`src/rtl/enc_pkg.sv`:
```
// enc_pkg: widths, S1 bundle and key-to-mask expansion shared by the
// scheme-1 encryptor and decryptor (encryptor option: ENC_KEY_OVERRIDE_EN).
package enc_pkg;

  localparam int FRAME_W = 78;
  localparam int PLAIN_W = 60;
  localparam int KEY_W   = 11;
  localparam int TAG_W   = 6;
  localparam int Y_W     = 61;

  typedef struct packed {
    logic [PLAIN_W-1:0] plain;
    logic [KEY_W-1:0]   key;
  } s1_t;

  // 60-bit mask: five 11-bit key fields (some inverted) plus k[4:0] on top
  function automatic logic [PLAIN_W-1:0] mask_f(
    input logic [KEY_W-1:0] k
  );
    return {k[4:0], ~k, k, ~k, ~k, k};
  endfunction

endpackage

```
`src/rtl/enc_key_lfsr.sv`:
```
// enc_key_lfsr: 11-bit Fibonacci key LFSR (x^11+x^9+1), steps only on
// request; a zero seed is replaced by 1 and a zero state is forced out.
module enc_key_lfsr
  import enc_pkg::*;
#(
  parameter logic [KEY_W-1:0] SEED = 11'h5A3
) (
  input  logic             Clk,
  input  logic             Rst,
  input  logic             step,
  output logic [KEY_W-1:0] key
);

  localparam logic [KEY_W-1:0] ONE = {{(KEY_W-1){1'b0}}, 1'b1};
  localparam logic [KEY_W-1:0] SEED_EFF = (SEED == '0) ? ONE : SEED;

  logic [KEY_W-1:0] q;

  // shift left with feedback q[10]^q[8]; never parks at zero
  always_ff @(posedge Clk) begin
    if (Rst) begin
      q <= SEED_EFF;
    end else if (q == '0) begin
      q <= ONE;
    end else if (step) begin
      q <= {q[KEY_W-2:0], q[10] ^ q[8]};
    end
  end

  assign key = q;

endmodule

```
`src/rtl/encrypt_function_1.sv`:
```
// encrypt_function_1: two-stage valid/ready encryptor, frame = {y, key, tag}.
// Optional key override ports enabled by defining ENC_KEY_OVERRIDE_EN.
module encrypt_function_1
  import enc_pkg::*;
#(
  parameter logic [KEY_W-1:0] LFSR_SEED = 11'h5A3,
  parameter logic [TAG_W-1:0] FUNC_TAG  = 6'd1
) (
  input  logic               Clk,
  input  logic               Rst,
  input  logic               in_valid,
  output logic               in_ready,
  input  logic [PLAIN_W-1:0] plain,
  output logic               out_valid,
  input  logic               out_ready,
  output logic [FRAME_W-1:0] frame
`ifdef ENC_KEY_OVERRIDE_EN
  ,
  input  logic               key_ovr_en,
  input  logic [KEY_W-1:0]   key_ovr
`endif
);

  logic             accept;
  logic             s1_valid;
  logic             s1_load;
  logic             s2_load;
  logic [KEY_W-1:0] lfsr_key;
  logic [KEY_W-1:0] key_sel;
  s1_t              s1;
  logic [PLAIN_W-1:0] s1_mask;
  logic [Y_W-1:0]     s1_sum;

  assign s2_load  = !out_valid || out_ready;
  assign s1_load  = !s1_valid || s2_load;
  assign in_ready = !Rst && s1_load;
  assign accept   = in_valid && in_ready;

`ifdef ENC_KEY_OVERRIDE_EN
  assign key_sel = key_ovr_en ? key_ovr : lfsr_key;
`else
  assign key_sel = lfsr_key;
`endif

  enc_key_lfsr #(
    .SEED(LFSR_SEED)
  ) u_lfsr (
    .Clk (Clk),
    .Rst (Rst),
    .step(accept),
    .key (lfsr_key)
  );

  assign s1_mask = mask_f(s1.key);
  assign s1_sum  = {s1.plain, 1'b0} + {1'b0, s1_mask};

  // S1: capture plaintext and key whenever the slot is free or draining
  always_ff @(posedge Clk) begin
    if (Rst) begin
      s1_valid <= 1'b0;
      s1       <= '0;
    end else if (s1_load) begin
      s1_valid <= in_valid;
      if (in_valid) begin
        s1.plain <= plain;
        s1.key   <= key_sel;
      end
    end
  end

  // S2: register the sum; frame holds while stalled or empty
  always_ff @(posedge Clk) begin
    if (Rst) begin
      out_valid <= 1'b0;
      frame     <= '0;
    end else if (s2_load) begin
      out_valid <= s1_valid;
      if (s1_valid) begin
        frame <= {s1_sum, s1.key, FUNC_TAG};
      end
    end
  end

endmodule

```
`config.mk`:
```
export PLATFORM = sky130hd
export DESIGN_NAME = encrypt_function_1
export DESIGN_NICKNAME = d
export VERILOG_FILES = /design/src/rtl/enc_pkg.sv /design/src/rtl/enc_key_lfsr.sv /design/src/rtl/encrypt_function_1.sv
export SDC_FILE = /design/constraint.sdc
export NUM_CORES = 1
export LEC_CHECK = 0
export CAP_MARGIN = 20
export CORE_MARGIN = 2
export CORE_UTILIZATION = 60
export CTS_CLUSTER_DIAMETER = 100
export DETAILED_ROUTE_END_ITERATION = 8
export DONT_BUFFER_PORTS = 1
export HOLD_SLACK_MARGIN = 0.06
export PLACE_DENSITY = 0.74
export SLEW_MARGIN = 20
export SYNTH_ARGS = -nofsm -noshare
export SYNTH_HDL_FRONTEND = slang
export SYNTH_SLANG_ARGS = --single-unit
```
`constraint.sdc`:
```
create_clock -name Clk -period 7.9 [get_ports Clk]
set_clock_uncertainty 0.15 [all_clocks]
set_input_delay 1.58 -clock Clk [delete_from_list [all_inputs] [get_ports Clk]]
set_output_delay 1.58 -clock Clk [all_outputs]
set_load 0.01 [all_outputs]
```
==> reports/qor.txt <==
Synth warnings: 0
# H-tree levels: 4
Clock sink total: 156
Hold Path Sink: s1[39]
Final max-slew violation count: 0
Worst-path clk slew: 0.07 ns
Critical path required time: 8.05 ns
Post-layout nets: 1,266
Gate power share: 19.9%
Hold Path Class: reg -> reg
Slew headroom: 30.5%
Final antenna diode count: 0
Synth area leaders: dfxtp_1 (35%), nand2_1 (13%), a21oi_1 (12%)
Routed length per placed instance: 18.6 um
GR Overflow Total: 0
Final Util: 65.0%
Asr flop ratio synth: 0%
Syn_area_per_cell: 7.43 um^2
Clock root buffer: clkbuf_16
Die Ht: 126 um
Cells after synthesis: 1,201
Setup TNS: 0 ns
Maximum root-to-sink buffer count: 2
Hold Path Cell Cnt: 2
Hold WS: 0.311 ns
Global-route wire length before repair: 39,900 um
Multi-input gate area: 5350 um^2
Grt met2 use: 48.7%
Max-cap viol count: 0
Largest net degree at the start of global routing: 161
Distinct cells, synth: 68
Final hold vios: 0
Reg2Reg Depth: 12
WS Path Type: reg -> reg
I/O Buffers: 0
Drt initial violations: 630
Fmax: 249 MHz
Worst EP arrival: 4.16 ns
Core box area: 14,500 um^2
Initial core utilization: 61.4%
Fillers: 1,334
RSZ-0062 raised after global routing: false
Hpwl dp: 17,500 um
GRT busiest layer: met2
Die Area: 15,900 um^2
Layout area overhead: 5.80%
Worst IR Drop VDD: 0.143 mV
Row count: 44
Sequential share of power: 41.0%
Max FO, Critical Path: 6
Met3 global-route usage: 8.24%
Synth Flop Type: dfxtp_1
Remaining antenna violation count after routing: 0
Dominant cell type by area after synthesis: dfxtp_1
Inserted Clock Buffers: 17
R2r endpoint: frame[74]
Net Sw Power: 0.691 mW
Min-delay src: s1[39]
Met1 usage: 41.4%
Worst-Margin Slew: 1.02 ns
Skew-Pair Late Insertion Delay: 0.44 ns
Int Power: 1.47 mW
IO Count: 144
Seq. cell area: 3120 um^2
Synth Register Bits: 156
Final GP Congestion: 0.909
Final worst path period need: 4.01 ns
Via/cell ratio: 6.22
Total wire length: 25,000 um
Die W: 126 um
Part of the power in the clock network: 39.0%
Finish-stage setup viols: 0
Leakage: 3.85 nW
Synthesized cell area: 8930 um^2
Antenna violations before repair: 0
Crit end category: flip-flop
Post-synth top area share: 35.0%
First-pass DRT Iterations: 6
Layout cell share with drive strength beyond 1: 4.94%
Sequential-to-total area share from yosys stat: 35.0%
Drt drc: 0
CTS tree: done
Vias in the first global route: 7,848
Power density cells: 229 nW/um^2
FF-to-FF setup slack: 3.89 ns
EDFF count, synth: 0
Switching Fraction: 31.9%
Setup Fix Bufs, Post-CTS: 0
GRT Total Usage: 31.1%
CP startpoint kind: flip-flop
Hold bufs inserted after CTS: 0
Post-CTS sizing: 0
Post-route clock period utilization: 50.8%
Vias: 8,324
Worst R2R Start: s1[1]
Status: completed
-- cells by family after synthesis --
kind of cell	synth area share, %
xor gates and xnor gates	4.71
DFF	35.0
AOI/OAI and AO/OA	24.8
muxes	0.112
adders and majority gates	8.49
and+or+nand+nor	21.4
buffers and inverters	5.45
other	0.0420
-- worst max-delay path: stages, from the launching register on --
cell and delay, ns:
dfxtp_1 0.45, ha_1 0.32, fa_1 0.42, a21oi_1 0.22
o22ai_1 0.22, o211ai_1 0.41, a211oi_1 0.17, a211oi_2 0.35
a21oi_2 0.14, a31oi_2 0.37, o21ai_1 0.19, o311ai_0 0.32
o211ai_1 0.14
-- sequential cells by signal (all words and copies together), names as in the netlist --
name and count:
frame 72, out_valid 1, s1 71, s1_valid 1, u_lfsr.key 11
-- layout make-up --
| cell class | instances | area share, % |
|---|---|---|
| multi-input cells | 934 | 56.6 |
| flip-flops and latches | 156 | 33.1 |
| clock buffers | 17 | 4.50 |
| well taps | 184 | 2.44 |
| clock inverters | 15 | 1.92 |
| inverters | 29 | 1.15 |
| repair buffers | 4 | 0.318 |
-- cell usage after synthesis, types with 4 or more instances --
cell,count
a211oi_1,11
a21o_1,26
a21oi_1,214
a31o_2,5
a31oi_1,9
and2_1,6
and3_1,7
buf_1,9
buf_2,12
buf_4,9
clkbuf_1,51
clkbuf_2,5
dfxtp_1,156
ha_1,59
inv_1,29
nand2_1,309
nand2b_1,5
nand3_1,16
nand3b_1,6
nand4_1,22
nor2_1,39
nor2b_1,5
nor3_1,16
nor4_1,4
o211ai_1,8
o21a_1,5
o21ai_0,44
o21bai_1,11
o31a_1,4
xnor2_1,29
xor2_1,19
-- how the worst max path moves through the flow --
stage	from	end	slack (ns)	cells past startpoint
after floorplan	Rst	in_ready	3.86	4
after global placement	out_ready	in_ready	3.90	2
after detailed placement	out_ready	in_ready	3.90	2
after CTS	out_ready	in_ready	3.90	2
after global routing	s1[3]	frame[74]	3.74	12
final	s1[1]	frame[74]	3.89	12
-- per-layer routing --
metal	up-vias	share of wire (%)
li1	4067	-
met1	3892	44
met2	312	45
met3	53	7.9
met4	0	3.1
met5	-	0
-- stage by stage --
step	area, um^2	total power [mW]	setup slack (ns)	std cells
6_report	9450	2.17	3.89	1339
2_1_floorplan	8940	1.24	3.86	1205
4_1_cts	9450	2.16	3.90	1339
3_5_place_dp	8840	1.33	3.90	1307
5_1_grt	9450	2.26	3.74	1339
3_3_place_gp	8840	1.32	3.90	1307
-- power groups by stage --
stage                     clock [mW]  sequential (mW)  combinational, mW
after global placement             0            0.905              0.418
final                          0.845            0.889              0.431
after detailed placement           0            0.906              0.419
after global routing           0.882            0.894              0.479
after CTS                      0.852            0.889              0.424
after floorplan                    0            0.890              0.347
-- cells in the final DEF (no fill, tap or decap), types with 17 or more instances in the layout --
cell type	n
o21ai_0	44
xnor2_1	29
clkbuf_16	17
ha_1	59
nand2_1	308
a21oi_1	214
dfxtp_1	156
inv_1	29
a21o_1	26
xor2_1	19
nand4_1	22
nor2_1	39
(Power assumes the default switching activity.)
==> patch 1: new RTL, same settings <==
The option `ENC_KEY_OVERRIDE_EN` is turned on by a define.
--- a/src/rtl/encrypt_function_1.sv
+++ b/src/rtl/encrypt_function_1.sv
@@ -1,4 +1,6 @@
 // encrypt_function_1: two-stage valid/ready encryptor, frame = {y, key, tag}.
 // Optional key override ports enabled by defining ENC_KEY_OVERRIDE_EN.
+`define ENC_KEY_OVERRIDE_EN
+
 module encrypt_function_1
   import enc_pkg::*;
Interface: changed (added key_ovr and key_ovr_en); port bits go from 144 to 156. The function was not compared with the original's and may differ.
==> patch 1 against the unedited design <==
  * Combinational power up 12%
  * Routed wire length increased by 7.7%
  * Sequential cell count unchanged
  * Design area rose by 2.3%
  * Cell count is 1.4% higher
  * Total power is 0.21% higher
  * Area after synthesis is 2.5% higher
  * Critical path depth fell by 1
  * Worst hold slack gained 1.6 ps
  * Setup slack better by 110 ps
  * Maximum frequency grew 2.7%
  * Synthesized cell count grew 0.17%
  * Global-route usage is 1.7 points higher
  * Critical path type unchanged
  * Clock power down 6.9%
==> patch 1: results (changes against the unedited design) <==
** Final layout
- Layout fillers :: 1362 (was 1334)
- The count of plain and timing-repair buffers in the layout was 6 (was 4).
- The non-clock buffer area fraction after layout was 0.466% (was 0.318%).
- The sequential portion of the cell area is 32.3% (was 33.1%).
- The multi-input gate share of the layout cell area was 57.9% (was 56.6%).
- The multi-input combinational gate total is 947 (was 934).

** Global route
- Pin count of the biggest net entering global routing :: 137 (was 161)
- The met1 demand-to-capacity share in global routing came to 44.5% (was 41.4%).
- The routing usage on met2 came to 49.3% (was 48.7%).
- The wire length of the first global-routing pass came to 41900 um (was 39900 um).
- The met3 usage was 10.5% (was 8.24%).

** Worst setup path
- Depth of the worst register-to-register path :: 11 (was 12)
- Endpoint arrival time on the critical path :: 4100 ps (was 4160 ps)
- The peak fanout along the critical path came to 8 (was 6).
- Cell with the largest stage delay on the worst path :: o31ai_1 (was dfxtp_1)
- End of the critical path :: frame[69] (was frame[74])

** Yosys
- The xor-xnor portion of the synthesized cell area came to 4.02% (was 4.71%).
- Adder and majority gate portion of the synthesized area :: 8.28% (was 8.49%)
- Cell types with the highest counts after synthesis: nand2_1, a21oi_1, dfxtp_1 (unchanged).
- The multiplexer share of the synthesized area came to 1.53% (was 0.112%).
- The number of distinct library cells after synthesis came to 78 (was 68).

** Route
- The met2 wire length came to 11600 um (was 11200 um).
- Total routed wire length on the met1 layer :: 11600 um (was 11000 um)

** Placed design
- Half-perimeter wire length of the detailed placement result :: 20000 um (was 17500 um)
- The setup slack at placement came to 4050 ps (was 3900 ps).

** Timing
- Final setup slack of the worst path :: 3990 ps (was 3890 ps)
- Headroom to the max-slew limit :: 36.0% (was 30.5%)

** Status
- Result of the run: finished, final reports clean (unchanged).
## patch 1: cell count changes in the layout (fill, tap and decap cells not counted), moves of 5 or more
cell	change
a31o_2	-5
xnor2_1	-8
nor2_1	+32
nand2_1	-6
nand4_1	-10
a211oi_1	+7
and3_1	+5
a21oi_1	-36
mux2i_1	+13
## patch 1: kinds of logic after synthesis
logic type,Yosys count
flip-flops,156
adder cells (fa/ha/maj),60
buffers and inverters,104
multiplexers,14
AND/OR/NAND/NOR,466
AO/OA/AOI/OAI,360
other,1
XOR/XNOR,42
## patch 1: report_power, final
group          internal, mW  total (mW)  switching (mW)
registers             0.840       0.902          0.0622
clock network         0.416       0.787           0.372
logic                 0.170       0.481           0.311
## patch 1: stage by stage
step	instance area, um2	cells	util [%]	hold slack [ps]	total power [mW]
6_report	9660	1358	64.3	312	2.17
5_1_grt	9660	1358	64.3	328	2.26
4_1_cts	9660	1358	64.3	307	2.16
3_5_place_dp	9110	1326	60.6	298	1.38
3_3_place_gp	9110	1326	60.6	291	1.38
2_1_floorplan	9170	1207	-	290	1.28
## patch 1: worst min path at each step
stage | start | to | slack [ps] | depth (start not counted)
floorplan | s1[11] | s1[11] | 290 | 2
global placement | s1[50] | s1[50] | 290 | 2
detailed placement | s1[49] | s1[49] | 300 | 2
CTS | s1[49] | s1[49] | 310 | 2
global route | s1[66] | s1[66] | 330 | 2
finish | s1[66] | s1[66] | 310 | 2
## patch 1: worst register-to-register path, delay by kind of cell (launching register included)
kind / cells / cell delay (ps)
compound gates: 7 / 2010
flops: 1 / 530
fa+ha+maj: 1 / 450
simple gates: 1 / 320
buf+inv: 1 / 210
xor+xnor: 1 / 160
==> patch 2: new RTL, same settings <==
Without the edit above. Reset style: asynchronous (`Rst`), changed in 3 clocked blocks.
--- a/src/rtl/enc_key_lfsr.sv
+++ b/src/rtl/enc_key_lfsr.sv
@@ -18,5 +18,5 @@
 
   // shift left with feedback q[10]^q[8]; never parks at zero
-  always_ff @(posedge Clk) begin
+  always_ff @(posedge Clk or posedge Rst) begin
     if (Rst) begin
       q <= SEED_EFF;
--- a/src/rtl/encrypt_function_1.sv
+++ b/src/rtl/encrypt_function_1.sv
@@ -56,5 +56,5 @@
 
   // S1: capture plaintext and key whenever the slot is free or draining
-  always_ff @(posedge Clk) begin
+  always_ff @(posedge Clk or posedge Rst) begin
     if (Rst) begin
       s1_valid <= 1'b0;
@@ -70,5 +70,5 @@
 
   // S2: register the sum; frame holds while stalled or empty
-  always_ff @(posedge Clk) begin
+  always_ff @(posedge Clk or posedge Rst) begin
     if (Rst) begin
       out_valid <= 1'b0;
Formal check against the unedited RTL: differs if Rst is asserted again (counterexample within 4 cycles, from zero or initial values and one cycle with Rst high); with Rst held inactive, the same outputs for 4 cycles.
==> patch 2 against the unedited design <==
  * Routed wire length fell by 3.7%
  * Design area increased by 5.0%
  * Sequential cell count stayed put
  * Non-clock buffer count is 2 lower
  * Cell count decreased by 16%
  * Setup slack better by 240 ps
  * Area after synthesis is 3.1% higher
  * Core utilization up 0.76 points
  * First-iteration DRC count rose by 10%
  * Critical path depth fell by 1
  * Synthesized cell count down 22%
  * Largest cell class unchanged
Power is not compared: it rests on default switching activity, and its combinational part moved more than twofold at a synthesized area within 25%.
==> patch 2: results (changes against the unedited design) <==
** Timing
- The worst hold slack was 367 ps (was 311 ps).
- The final worst setup slack is 4130 ps (was 3890 ps).
- The relative max-transition margin came to 34.8% (was 30.5%).

** Worst setup path
- Crit path max fanout :: 5 (was 6)
- The cell with the biggest individual delay on the critical path is dfrtp_1 (was dfxtp_1).
- The cell class contributing the biggest share of worst-path delay is simple AND/OR/NAND/NOR gates (was compound AO/OA/AOI/OAI gates).
- The data arrival time of the critical path is 4000 ps (was 4160 ps).
- The launch point of the worst path is s1[4] (was s1[1]).
- The stage delay of the slowest cell on the critical path is 540 ps (was 450 ps).

** Global route
- Global-route wire length before repair :: 38100 um (was 39900 um)
- The overall fraction of global-route tracks in use is 30.4% (was 31.1%).
- Global-route track usage on met1 :: 37.8% (was 41.4%)
- Vias in the first global route :: 7026 (was 7848)
- Pin count of the biggest net entering global routing :: 101 (was 161)
- Met3 layer usage reported by global route :: 8.43% (was 8.24%)

** Min path
- The worst hold path startpoint was s1[38] (was s1[39]).
- Hold Crit Depth :: 1 (was 2)
- The worst hold endpoint is s1[38] (was s1[39]).

** Final layout
- Net count, final :: 1043 (was 1266)
- The fraction of final layout cells sized beyond drive strength 1 was 15.8% (was 4.94%).

** Placed design
- Half-perimeter wire length of the detailed placement result :: 17600 um (was 17500 um)
- The cell area reported after detailed placement was 9300 um2 (was 8840 um2).
- Post-Place Setup Slack :: 4230 ps (was 3900 ps)
- Routability Congestion :: 0.954 (was 0.909)

** Yosys
- Main synth FF type :: dfrtp_1 (was dfxtp_1)
- The fraction of registers with async set or reset after synthesis is 100% (was 0%).
- Synth Area per Inst :: 9.86 um2 (was 7.43 um2)
- Most area-consuming cells after synthesis :: dfrtp_1, mux2_2, ha_1 (was dfxtp_1, nand2_1, a21oi_1)
- Cell types with the highest counts after synthesis :: dfrtp_1, nand2_1, o21ai_0 (was nand2_1, a21oi_1, dfxtp_1)
- The number of distinct library cells after synthesis is 70 (was 68).

** Route
- Number of DRC markers in iteration 0 :: 694 (was 630)
- Total routed wire length on the met1 layer :: 9760 um (was 11000 um)
- The number of vias per cell after detailed routing was 6.37 (was 6.22).
- The length of the first detailed-routing pass in iterations is 5 (was 6).
- Total length of routed met2 wires :: 11400 um (was 11200 um)
- Detailed-route wire length :: 24000 um (was 25000 um)

** Status
- Result of the run: finished, final reports clean (unchanged).
==> patch 2: changes by cell type in the layout (fill, tap and decap cells not counted), sizes merged, moves of 8 or more <==
cell,delta
a21o,+8
a21oi,-144
a31oi,-8
dfrtp,+150
dfxtp,-156
mux2,+82
nand2,-187
nand4,-8
o21ai,+41
==> patch 2: kinds of logic after synthesis <==
| logic type | share of synthesized area, % |
|---|---|
| fa+ha+maj | 8.24 |
| simple gates | 13.1 |
| other cells | 0.0408 |
| buf+inv | 2.80 |
| mux | 10.1 |
| xor+xnor | 4.38 |
| compound gates | 18.8 |
| flops | 42.5 |
==> patch 2: area by class of cell <==
cell class	instances	area, um2	share of cell area [%]
Clock inverter	15	193	1.94
Timing Repair Buffer	2	15.0	0.151
Sequential cell	156	3910	39.4
Inverter	20	80.1	0.807
Clock buffer	17	425	4.29
Tap cell	188	235	2.37
Multi-Input combinational cell	722	5060	51.0
